`config.mk`:
```
export PLATFORM = sky130hd
export DESIGN_NAME = port_requester
export DESIGN_NICKNAME = d
export VERILOG_FILES = /design/src/rtl/noc_pkg.sv /design/src/rtl/port_requester.sv
export SDC_FILE = /design/constraint.sdc
export NUM_CORES = 1
export LEC_CHECK = 0
export ABC_AREA = 1
export CORE_UTILIZATION = 42
export CTS_BUF_LIST = sky130_fd_sc_hd__clkbuf_4
export DETAILED_ROUTE_END_ITERATION = 8
export DONT_BUFFER_PORTS = 1
export PLACE_DENSITY = 0.66
export SYNTH_ARGS = -nofsm -noshare
export SYNTH_HDL_FRONTEND = slang
export SYNTH_SLANG_ARGS = --single-unit
```
`constraint.sdc`:
```
create_clock -name clk -period 2.58 [get_ports clk]
set_input_delay 0.387 -clock clk [delete_from_list [all_inputs] [get_ports clk]]
set_output_delay 0.387 -clock clk [all_outputs]
set_load 0.02 [all_outputs]
```
`src/rtl/noc_pkg.sv`:
```
// Shared router definitions: flit ids, arbiter one-hot states and the
// requester's state encoding.
package noc_pkg;

    localparam int LEN_W = 12;

    localparam logic [2:0] FLIT_NONE   = 3'b000;
    localparam logic [2:0] FLIT_HEADER = 3'b001;
    localparam logic [2:0] FLIT_BODY   = 3'b010;
    localparam logic [2:0] FLIT_TAIL   = 3'b100;

    localparam logic [5:0] ST_IDLE = 6'b000001;
    localparam logic [5:0] ST_L    = 6'b000010;
    localparam logic [5:0] ST_N    = 6'b000100;
    localparam logic [5:0] ST_E    = 6'b001000;
    localparam logic [5:0] ST_W    = 6'b010000;
    localparam logic [5:0] ST_S    = 6'b100000;

    typedef enum logic [1:0] {
        REQ_IDLE = 2'd0,
        REQ_WAIT = 2'd1,
        REQ_SEND = 2'd2
    } req_state_e;

    // Remaining-flit count never drops below 1 while a packet is open.
    function automatic logic [LEN_W-1:0] dec_sat(input logic [LEN_W-1:0] v);
        return (v > 12'd1) ? v - 12'd1 : 12'd1;
    endfunction

    // Arbiter state that means "this port owns the crossbar".
    function automatic logic [5:0] port_mask(input int grant_bit);
        case (grant_bit)
            1:       return ST_L;
            2:       return ST_N;
            3:       return ST_E;
            4:       return ST_W;
            5:       return ST_S;
            default: return 6'b000000;
        endcase
    endfunction

endpackage

```
`src/rtl/port_requester.sv`:
```
// Per-input-port requester: holds the header, requests the arbiter and
// forwards the packet while granted, re-requesting after preemption.
//
// state    | meaning
// REQ_IDLE | waiting for a HEADER flit
// REQ_WAIT | header held, req asserted, waiting for grant
// REQ_SEND | granted, forwarding BODY/TAIL flits
module port_requester
    import noc_pkg::*;
#(
    parameter int DATA_W    = 32,
    parameter int GRANT_BIT = 1
) (
    input  logic              clk,
    input  logic              rst,
    input  logic              in_valid,
    output logic              in_ready,
    input  logic [2:0]        in_flit_id,
    input  logic [DATA_W-1:0] in_data,
    input  logic [LEN_W-1:0]  in_length,
    input  logic [5:0]        grant_state,
    output logic              req,
    output logic [2:0]        flit_id,
    output logic [LEN_W-1:0]  length,
    output logic              out_valid,
    output logic [2:0]        out_flit_id,
    output logic [DATA_W-1:0] out_data,
    output logic              proto_err
);

    localparam logic [5:0] GRANT_MASK = port_mask(GRANT_BIT);

    req_state_e        state;
    req_state_e        state_next;
    logic              granted;
    logic [LEN_W-1:0]  rem;
    logic [DATA_W-1:0] hdr_data;
    logic              hdr_sent;

    logic load_hdr;
    logic emit_hdr;
    logic fwd;
    logic err;

    always_ff @(posedge clk) begin
        if (!rst) begin
            state <= REQ_IDLE;
        end else begin
            state <= state_next;
        end
    end

    always_comb begin
        state_next = state;
        req        = 1'b0;
        flit_id    = FLIT_NONE;
        length     = '0;
        in_ready   = 1'b0;
        load_hdr   = 1'b0;
        emit_hdr   = 1'b0;
        fwd        = 1'b0;
        err        = 1'b0;
        case (state)
            REQ_IDLE: begin
                in_ready = rst;
                if (in_valid && in_ready) begin
                    if (in_flit_id == FLIT_HEADER) begin
                        load_hdr   = 1'b1;
                        state_next = REQ_WAIT;
                    end else begin
                        err = 1'b1;
                    end
                end
            end
            REQ_WAIT: begin
                req     = 1'b1;
                flit_id = FLIT_HEADER;
                length  = rem;
                if (granted) begin
                    state_next = REQ_SEND;
                    emit_hdr   = !hdr_sent;
                end
            end
            REQ_SEND: begin
                req      = 1'b1;
                in_ready = granted && rst;
                // Losing the grant returns to WAIT so the timer reloads with rem.
                if (!granted) begin
                    state_next = REQ_WAIT;
                end else if (in_valid) begin
                    if (in_flit_id == FLIT_BODY || in_flit_id == FLIT_TAIL) begin
                        fwd = 1'b1;
                        if (in_flit_id == FLIT_TAIL) begin
                            state_next = REQ_IDLE;
                        end
                    end else begin
                        err = 1'b1;
                    end
                end
            end
            default: state_next = REQ_IDLE;
        endcase
    end

    always_ff @(posedge clk) begin
        if (!rst) begin
            granted     <= 1'b0;
            rem         <= '0;
            hdr_data    <= '0;
            hdr_sent    <= 1'b0;
            out_valid   <= 1'b0;
            out_flit_id <= FLIT_NONE;
            out_data    <= '0;
            proto_err   <= 1'b0;
        end else begin
            granted   <= |(grant_state & GRANT_MASK);
            out_valid <= emit_hdr | fwd;
            if (load_hdr) begin
                hdr_data <= in_data;
                rem      <= (in_length == '0) ? 12'd1 : in_length;
                hdr_sent <= 1'b0;
            end
            if (emit_hdr) begin
                out_flit_id <= FLIT_HEADER;
                out_data    <= hdr_data;
                rem         <= dec_sat(rem);
                hdr_sent    <= 1'b1;
            end
            if (fwd) begin
                out_flit_id <= in_flit_id;
                out_data    <= in_data;
                rem         <= dec_sat(rem);
            end
            if (err) begin
                proto_err <= 1'b1;
            end
        end
    end

endmodule

```
==> results of run 1 <==
==> cells by family (layout without fill, tap and decap cells) <==
kind of cell	count (synthesis)	count (layout)	share of synthesized area, %
xor gates and xnor gates	4	4	0.885
buffers and inverters	89	81	9.23
AOI/OAI and AO/OA	100	100	13.6
adders and majority gates	6	6	1.90
DFF	85	85	43.0
and+or+nand+nor	297	297	31.3
other	1	2	0.0947
==> area by class of cell <==
type | count | area, sq um | share of cell area, %
multi-input cells | 409 | 1900 | 45.4
flip-flops and latches | 85 | 1700 | 40.8
inverters | 56 | 210 | 5.03
well taps | 111 | 139 | 3.33
clock inverters | 7 | 80.1 | 1.92
repair buffers | 9 | 80.1 | 1.92
clock buffers | 9 | 67.6 | 1.62
==> report_power, final <==
part           internal [uW]  switching [uW]
Sequential              1380            78.0
Clock                    309             506
Combinational            233             489
==> critical path: stages, from the launching register on <==
cell and delay [ns]:
dfxtp_1 0.42, inv_1 0.09, ha_1 0.19, inv_1 0.05, nor2_1 0.03, nand2_1 0.22
nand2_4 0.13, inv_2 0.44, nand2_2 0.29, o21ai_0 0.23, nor2_1 0.06
==> layout by cell type, fill, tap and decap left out, drive strengths merged <==
cell / n
nand3: 49
buf: 9
dfxtp: 85
nor2: 88
nor3: 1
conb: 2
a31oi: 32
inv: 58
o21ai: 46
bufinv: 1
or2: 2
and3: 1
nand4: 7
a21oi: 22
xor2: 2
ha: 6
xnor2: 2
nand2: 149
clkinvlp: 1
clkbuf: 9
clkinv: 3
==> path summary, 6_finish.rpt <==
kind / to / slack, ns / cells past startpoint
min: granted$_SDFF_PN0_ / 0.05 / 2
min reg2reg: hdr_sent$_SDFFE_PN0P_ / 0.47 / 2
max reg2reg: rem[7]$_SDFFE_PN0P_ / 0.33 / 10
max: rem[7]$_SDFFE_PN0P_ / 0.33 / 10
==> sequential cells by signal, indices dropped and copies added, names as in the netlist <==
name / count
hdr_sent: 1
rem: 12
state: 2
out_data: 32
hdr_data: 32
out_flit_id: 3
granted: 1
proto_err: 1
out_valid: 1
==> routing by layer <==
layer	share of wire (%)	track usage, %
met2	47	36.5
met5	0	0
met1	44	26.4
met4	1.3	7.92
met3	8.3	6.39
==> per-stage QoR <==
step | instances | power [uW] | setup slack, ns | util, % | hold slack, ns
CTS | 686 | 3020 | 0.321 | 45.4 | 0.0290
finish | 686 | 3000 | 0.331 | 45.4 | 0.0523
global route | 686 | 3190 | 0.0861 | 45.4 | 0.0179
global placement | 670 | 2190 | 0.370 | 43.8 | 0.454
detailed placement | 670 | 2200 | 0.356 | 43.8 | 0.458
floorplan | 583 | 2080 | 0.967 | - | 0.441
==> impl_metrics.py, run 1 <==
metrics = {
    "run_status": {
        "status": "complete, no violations",
    },
    "finish": {
        "antenna_cells": 0,
        "nets": 632,
        "fillCellCount": 945,
        "layout-drive-gt1-share_pct": 5.91,
        "areaGrowthSynthToFinish_pct": 5.43,
        "final_area_sq_um": 4180,
    },
    "synthesis": {
        "synthesis.area_sq_um": 3960,
        "synth.area.top_cells": "dfxtp_1 (43%), nand2_1 (14%), nor2_1 (8.2%)",
        "netlist_top_cells_count": "nand2_1 (147), nor2_1 (87), dfxtp_1 (85)",
        "postSynthCellCount": 582,
        "synth_cell_types": 28,
        "yosysTopAreaCell": "dfxtp_1",
        "syn_avg_cell_area_sq_um": 6.80,
        "synth_ff_type": "dfxtp_1",
        "synth_top_area_share_pct": 43.0,
        "synth.ff_latch_count": 85,
        "synth_edf_count": 0,
        "yosys.cell_count.top_type": "nand2_1",
        "async_flop_share_pct": 0,
        "seq_area_frac_synth_pct": 43.0,
        "synth_warnings": 0,
    },
    "sta": {
        "timing.fmax_mhz": 445,
        "skew_ns": 0.0173,
        "maxSlewHeadroom_pct": 60.7,
        "timing.final.crit_share_pct": 87.2,
        "tns_ns": 0,
        "fin_crit_ns": 2.25,
        "drv_slew": 0,
        "rsz0062_at_grt": "no",
        "hold_viol_final": 0,
        "worst_pin_slew_ns": 0.588,
        "setup_violations": 0,
    },
    "floorplan": {
        "dieArea_sq_um": 9820,
        "die_w_microns": 99.1,
        "ioPinCount": 110,
        "core.rowCount": 35,
        "fp.dieH_microns": 99.1,
        "coreArea_sq_um": 9200,
        "initial_core_util_pct": 43.1,
    },
    "routing": {
        "drt-total-wl_microns": 10200,
        "ant_nets": 0,
        "drc": 0,
        "vias": 3637,
        "viasPerCell": 5.30,
        "dr.pass1.iters": 4,
        "drtIter0Drc": 179,
        "wl_per_cell_microns": 14.9,
    },
    "hold_path": {
        "hold_path.class": "input port to flip-flop",
        "min_from": "grant_state[1]",
    },
    "cts": {
        "cts_tree": "done",
        "clock-sinks": 85,
        "cts_buffers": 9,
        "cts_hold_buf": 0,
        "insertion_delay_ns": 0.43,
        "clkSlewWorstSetupHoldPaths_ns": 0.15,
        "post_cts_resized": 0,
        "cts_root_buffer": "clkbuf_4",
        "postCtsSetupBuffers": 0,
        "cts.htree.levels": 3,
        "clockBufferDepth": 2,
    },
    "global_route": {
        "grt.total_usage_pct": 21.7,
        "grt_pass1_wl_microns": 16900,
        "overflow": 0,
        "grt_max_degree": 51,
        "antenna_found_initial": 0,
        "grt_pass1_vias": 3660,
    },
    "worst_setup_path": {
        "worst-path-max-fanout": 28,
        "path_class": "flip-flop to flip-flop",
        "critPathCaptureType": "flip-flop",
        "required_ns": 2.92,
        "setup.worst_path.start": "state[1]$_SDFFE_PN0P_",
        "r2r-start": "state[1]$_SDFFE_PN0P_",
        "start_kind": "flip-flop",
        "cp.arrival_ns": 2.59,
    },
    "job": {
        "drv_cap": 0,
    },
    "placed_design": {
        "place.gp.congestion": 0.901,
        "place.detailed.hpwl_microns": 6730,
        "postPlaceCellArea_sq_um": 4030,
        "io_buffers": 0,
    },
    "pwr": {
        "cellLeakagePower_uw": 0.00183,
        "power_density_nw_per_um2": 718,
        "ir_drop_uv": 373,
    },
}
No activity file was read; power rests on OpenSTA's default activity.
==> run 2, diff against run 1 <==
HOLD_SLACK_MARGIN = 0.15   (was not set)
PLACE_DENSITY = 0.69   (was 0.66)
SETUP_SLACK_MARGIN = 0.02   (was not set)
clock period = 2.05 ns   (was 2.58 ns; I/O delays follow)
==> impl_metrics.py, run 2 (synthesis results as in run 1) <==
metrics = {
    "routing": {
        "ant_nets": 0,
        "drt-total-wl_microns": 10900,
        "viasPerCell": 5.32,
        "vias": 3929,
        "drtIter0Drc": 156,
        "wl_per_cell_microns": 14.8,
        "dr.pass1.iters": 5,
        "drc": 0,
    },
    "cts": {
        "cts_buffers": 9,
        "clock-sinks": 85,
        "clkSlewWorstSetupHoldPaths_ns": 0.15,
        "clockBufferDepth": 2,
        "postCtsSetupBuffers": 0,
        "cts.htree.levels": 3,
        "cts_root_buffer": "clkbuf_4",
        "insertion_delay_ns": 0.43,
        "cts_tree": "done",
    },
    "floorplan": {
        "ioPinCount": 110,
        "coreArea_sq_um": 9200,
        "fp.dieH_microns": 99.1,
        "dieArea_sq_um": 9820,
        "core.rowCount": 35,
        "initial_core_util_pct": 43.1,
        "die_w_microns": 99.1,
    },
    "global_route": {
        "top_usage_layer": "met2",
        "antenna_found_initial": 0,
        "grt.total_usage_pct": 22.8,
        "use_met3_pct": 4.43,
        "overflow": 0,
        "grt_max_degree": 49,
        "grt_pass1_vias": 3812,
        "gr-usage-met2_pct": 40.6,
        "grt_pass1_wl_microns": 17900,
        "use_met1_pct": 27.2,
    },
    "placed_design": {
        "place.detailed.hpwl_microns": 7040,
        "dpl_worst_slack_ns": 0.191,
        "place.gp.congestion": 0.871,
        "io_buffers": 0,
    },
    "pwr": {
        "clkPwrFrac_pct": 26.3,
        "comb_power_share_pct": 26.4,
        "sw_frac_of_total_pct": 35.6,
        "finalPower_uw": 3880,
        "power_density_nw_per_um2": 821,
        "ir_drop_uv": 400,
        "p_seq_share_pct": 47.3,
        "p_int_uw": 2500,
        "cellLeakagePower_uw": 0.00206,
        "switching_power_uw": 1380,
    },
    "run_status": {
        "status": "complete, no violations",
    },
    "finish": {
        "top_regs": "hdr_data: 32 flops, out_data: 32 flops, rem: 12 flops",
        "layout-drive-gt1-share_pct": 6.54,
        "final_common_cell": "nand2_1",
        "nets": 684,
        "areaGrowthSynthToFinish_pct": 19.5,
        "most-common-layout-cells": "nand2_1 (147), nor2_1 (86), dfxtp_1 (85), inv_1 (53), nand3_1 (48)",
        "antenna_cells": 0,
    },
    "sta": {
        "skew_ns": 0.0200,
        "timing.final.crit_share_pct": 90.9,
        "tns_ns": 0,
        "rsz0062_at_grt": "no",
        "fin_ws_ns": 0.187,
        "setup_violations": 0,
        "fin_crit_ns": 1.86,
        "drv_slew": 0,
        "timing.fmax_mhz": 537,
        "hold_viol_final": 0,
    },
    "hold_path": {
        "hold_end": "rem[10]$_SDFFE_PN0P_",
        "hold_path.class": "input port to flip-flop",
        "hold_depth": 3,
        "min_from": "rst",
    },
    "worst_setup_path": {
        "required_ns": 1.74,
        "worst-path-max-fanout": 15,
        "rr_worst_depth": 10,
        "cp.arrival_ns": 1.56,
        "rr_endpoint": "out_data[11]$_SDFFE_PN0P_",
        "critPathCaptureType": "output pin",
        "r2r-start": "state[0]$_SDFFE_PN0P_",
        "start_kind": "flip-flop",
        "path_class": "flip-flop to output pin",
        "ff2ff_setup_slack_ns": 0.19,
    },
    "job": {
        "drv_cap": 0,
    },
}
[run 2: cell count changes in the layout (fill, tap and decap cells not counted), sizes merged]
cell         previous run  this run
clkinv                  3         2
buf                     9        14
inv                    58        59
dlygate4sd3             0        47
[run 2: what timing repair did]
action / CTS / global route
hold buffers: 48 / 0
endpoints found under the setup margin: 0 / 33
endpoints found under the hold margin: 83 / 0
gates resized for setup: 0 / 8
[run 2: final cells by class]
| type | instances | area, sq um |
|---|---|---|
| Sequential cell | 85 | 1700 |
| Inverter | 56 | 213 |
| Tap cell | 111 | 139 |
| Clock buffer | 9 | 67.6 |
| Clock inverter | 7 | 80.1 |
| Fill cell | 949 | 4460 |
| Timing Repair Buffer | 61 | 624 |
| Multi-Input combinational cell | 409 | 1910 |
[run 2: worst max path at each step]
stage | startpoint | endpoint | slack, ns | depth (start not counted)
floorplan | state[1]$_SDFFE_PN0P_ | rem[9]$_SDFFE_PN0P_ | 0.44 | 11
global placement | state[0]$_SDFFE_PN0P_ | rem[6]$_SDFFE_PN0P_ | 0.24 | 12
detailed placement | state[0]$_SDFFE_PN0P_ | out_data[22]$_SDFFE_PN0P_ | 0.19 | 10
CTS | state[1]$_SDFFE_PN0P_ | in_ready | 0.1 | 4
global route | state[0]$_SDFFE_PN0P_ | out_data[11]$_SDFFE_PN0P_ | 0.03 | 10
finish | state[1]$_SDFFE_PN0P_ | length[6] | 0.19 | 5
[run 2: routing by layer]
layer / routed length, microns / share of wire [%]
met5: 0 / 0
met4: 145 / 1.3
met2: 5360 / 49
met3: 657 / 6.0
met1: 4740 / 43
[run 2: metrics by stage]
step	cells	util (%)	hold WS, ns	instance area, sq um
after floorplan	583	-	0.405	3960
after global placement	674	44.3	0.410	4070
after detailed placement	674	44.3	0.416	4070
after CTS	738	51.2	0.157	4710
after global routing	738	51.5	0.179	4730
final	738	51.5	0.182	4730
[run 2: worst max-delay path, stage by stage (launching register included)]
cell	delay, ns
dfxtp_1	0.37
inv_1	0.10
ha_1	0.16
buf_4	0.24
nand2_1	0.09
inv_1	0.16
[run 2: power groups by stage]
stage,clock network (uW),logic (uW),registers (uW)
after floorplan,0,765,1850
after global placement,0,889,1870
after detailed placement,0,912,1870
after CTS,1050,1010,1840
after global routing,1110,1160,1850
final,1020,1030,1840
==> variant, RTL diff (flow settings as in run 2) <==
`DATA_W`: 32 -> 48.
--- a/src/rtl/port_requester.sv
+++ b/src/rtl/port_requester.sv
@@ -10,3 +10,3 @@
 #(
-    parameter int DATA_W    = 32,
+    parameter int DATA_W    = 48,
     parameter int GRANT_BIT = 1
Ports: changed (resized in_data and out_data); port bits go from 110 to 142. No check against the original RTL was run, so the function may have changed too.
==> variant against run 2 <==
Synthesized area increased by 32%; setup slack worse by 88 ps; via count rose by 31%; total power up 40%; sequential cell count increased by 32; combinational power increased by 19%; design area grew 36%; routed wire length rose by 33%; critical endpoint is now state[0]$_SDFFE_PN0P_; largest power group unchanged; first-iteration DRC count increased by 130%; critical path depth grew 3.
==> variant: results (changes against run 2) <==
- The flow ran to the end, and the final reports show no timing, DRC or antenna violations.
- The total routing resource utilization after global routing was 23.1% (+0.28 points).
- RD Place Congestion: 0.965 (+11%)
- The count of different cell masters after synthesis is 27 (-3.6%).
- The depth of the CTS H-tree is 4 (+1).
- The final clock skew was 22.8 ps (+2.80 ps).
- The number of nets in the finished design is 878 (+28%).
* Routed length on met2: 6900 um (+29%)
- The largest registers in the layout are hdr_data x48, out_data x48, rem x12.
* Wl on met1: 6280 um (+32%)
* Via count of the first global-routing pass: 4816 (+26%)
- The number of fillers in the final layout is 1126 (+19%).
- The wire length on met3 is 1110 um (+69%).
- The routed via count was 5143 (+31%).
* HPWL Detailed: 8920 um (+27%)
- Critical Path AT: 2380 ps (+820 ps)
- Library cell contributing the largest single delay on the critical path: dlygate4sd3_1
- Share of synthesized area occupied by flip-flops and latches: 44.8% (+1.9 points)
- Global-route wire length before repair: 23400 um (+31%)
* Initial DRC count: 359 (+130%)
- The fraction of final layout cells sized beyond drive strength 1 came to 8.49% (+1.9 points).
* Final routed wirelength across all metal layers: 14500 um (+33%)
* Cell types occupying the most area after synthesis: dfxtp_1 (45%), nand2_1 (13%), nand3_1 (6.3%)
- The post-CTS clock slew at the launch and capture registers of the worst setup and hold paths is 100 ps (-50 ps).
* Worst VDD drop: 0.455 mV (+14%)
-- variant: cell count changes after synthesis, moves of 3 or more --
cell,run 2,this run
nor2_1,87,48
a21oi_1,22,55
nand2_1,147,180
dfxtp_1,85,117
inv_1,53,85
nand3_1,48,66
a31oi_1,32,48
o21ai_0,45,61
buf_2,10,24
clkbuf_1,18,15
inv_2,2,5
-- variant: stage by stage --
stage | total power, mW | area, um2 | util [%]
detailed placement | 3.54 | 5370 | 44.5
finish | 5.44 | 6430 | 53.3
global placement | 3.51 | 5370 | 44.5
global route | 5.74 | 6430 | 53.3
floorplan | 3.33 | 5230 | -
CTS | 5.39 | 6230 | 51.6
-- variant: final timing paths --
path / from / slack [ps] / end
max: in_flit_id[1] / 100 / state[0]$_SDFFE_PN0P_
min: in_length[7] / 240 / rem[0]$_SDFFE_PN0P_
max reg2reg: state[1]$_SDFFE_PN0P_ / 200 / state[0]$_SDFFE_PN0P_
min reg2reg: hdr_sent$_SDFFE_PN0P_ / 470 / hdr_sent$_SDFFE_PN0P_
-- variant: report_power, final --
part / switching (mW) / internal, mW
logic: 0.774 / 0.454
registers: 0.108 / 2.37
clock network: 0.865 / 0.867
total: 1.75 / 3.70
-- variant: kinds of logic after synthesis --
logic type	count (synthesis)	synth area share (%)
XOR/XNOR	3	0.503
other	1	0.0718
adder cells (fa/ha/maj)	6	1.44
AO/OA/AOI/OAI	164	16.9
buffers and inverters	138	11.0
AND/OR/NAND/NOR	313	25.3
flip-flops	117	44.8
-- variant: per-layer routing --
metal	up-vias	track usage (%)
met2	208	38.4
met1	2378	28.0
met4	0	8.68
met3	18	7.28
met5	-	0
li1	2539	-
-- variant: what timing repair did --
item	in CTS	in global routing
endpoints found under the setup margin	8	89
endpoints found under the hold margin	115	61
gates resized for setup	2	20
pin swaps	0	1
hold buffers	57	14
-- variant: area by class of cell --
| type | instances | share of cell area, % |
|---|---|---|
| clock buffers | 20 | 2.34 |
| multi-input cells | 488 | 36.3 |
| flip-flops and latches | 117 | 36.4 |
| inverters | 90 | 5.37 |
| well taps | 168 | 3.27 |
| repair buffers | 86 | 14.2 |
| clock inverters | 12 | 2.12 |
-- variant: worst register-to-register path, cell delays in order (launching register included) --
cell and delay [ps]:
dfxtp_2 370, inv_1 70, ha_1 210, buf_8 170
nand2_1 100, nand3_1 80, o21ai_0 150, dlygate4sd3_1 560
nor2_1 40
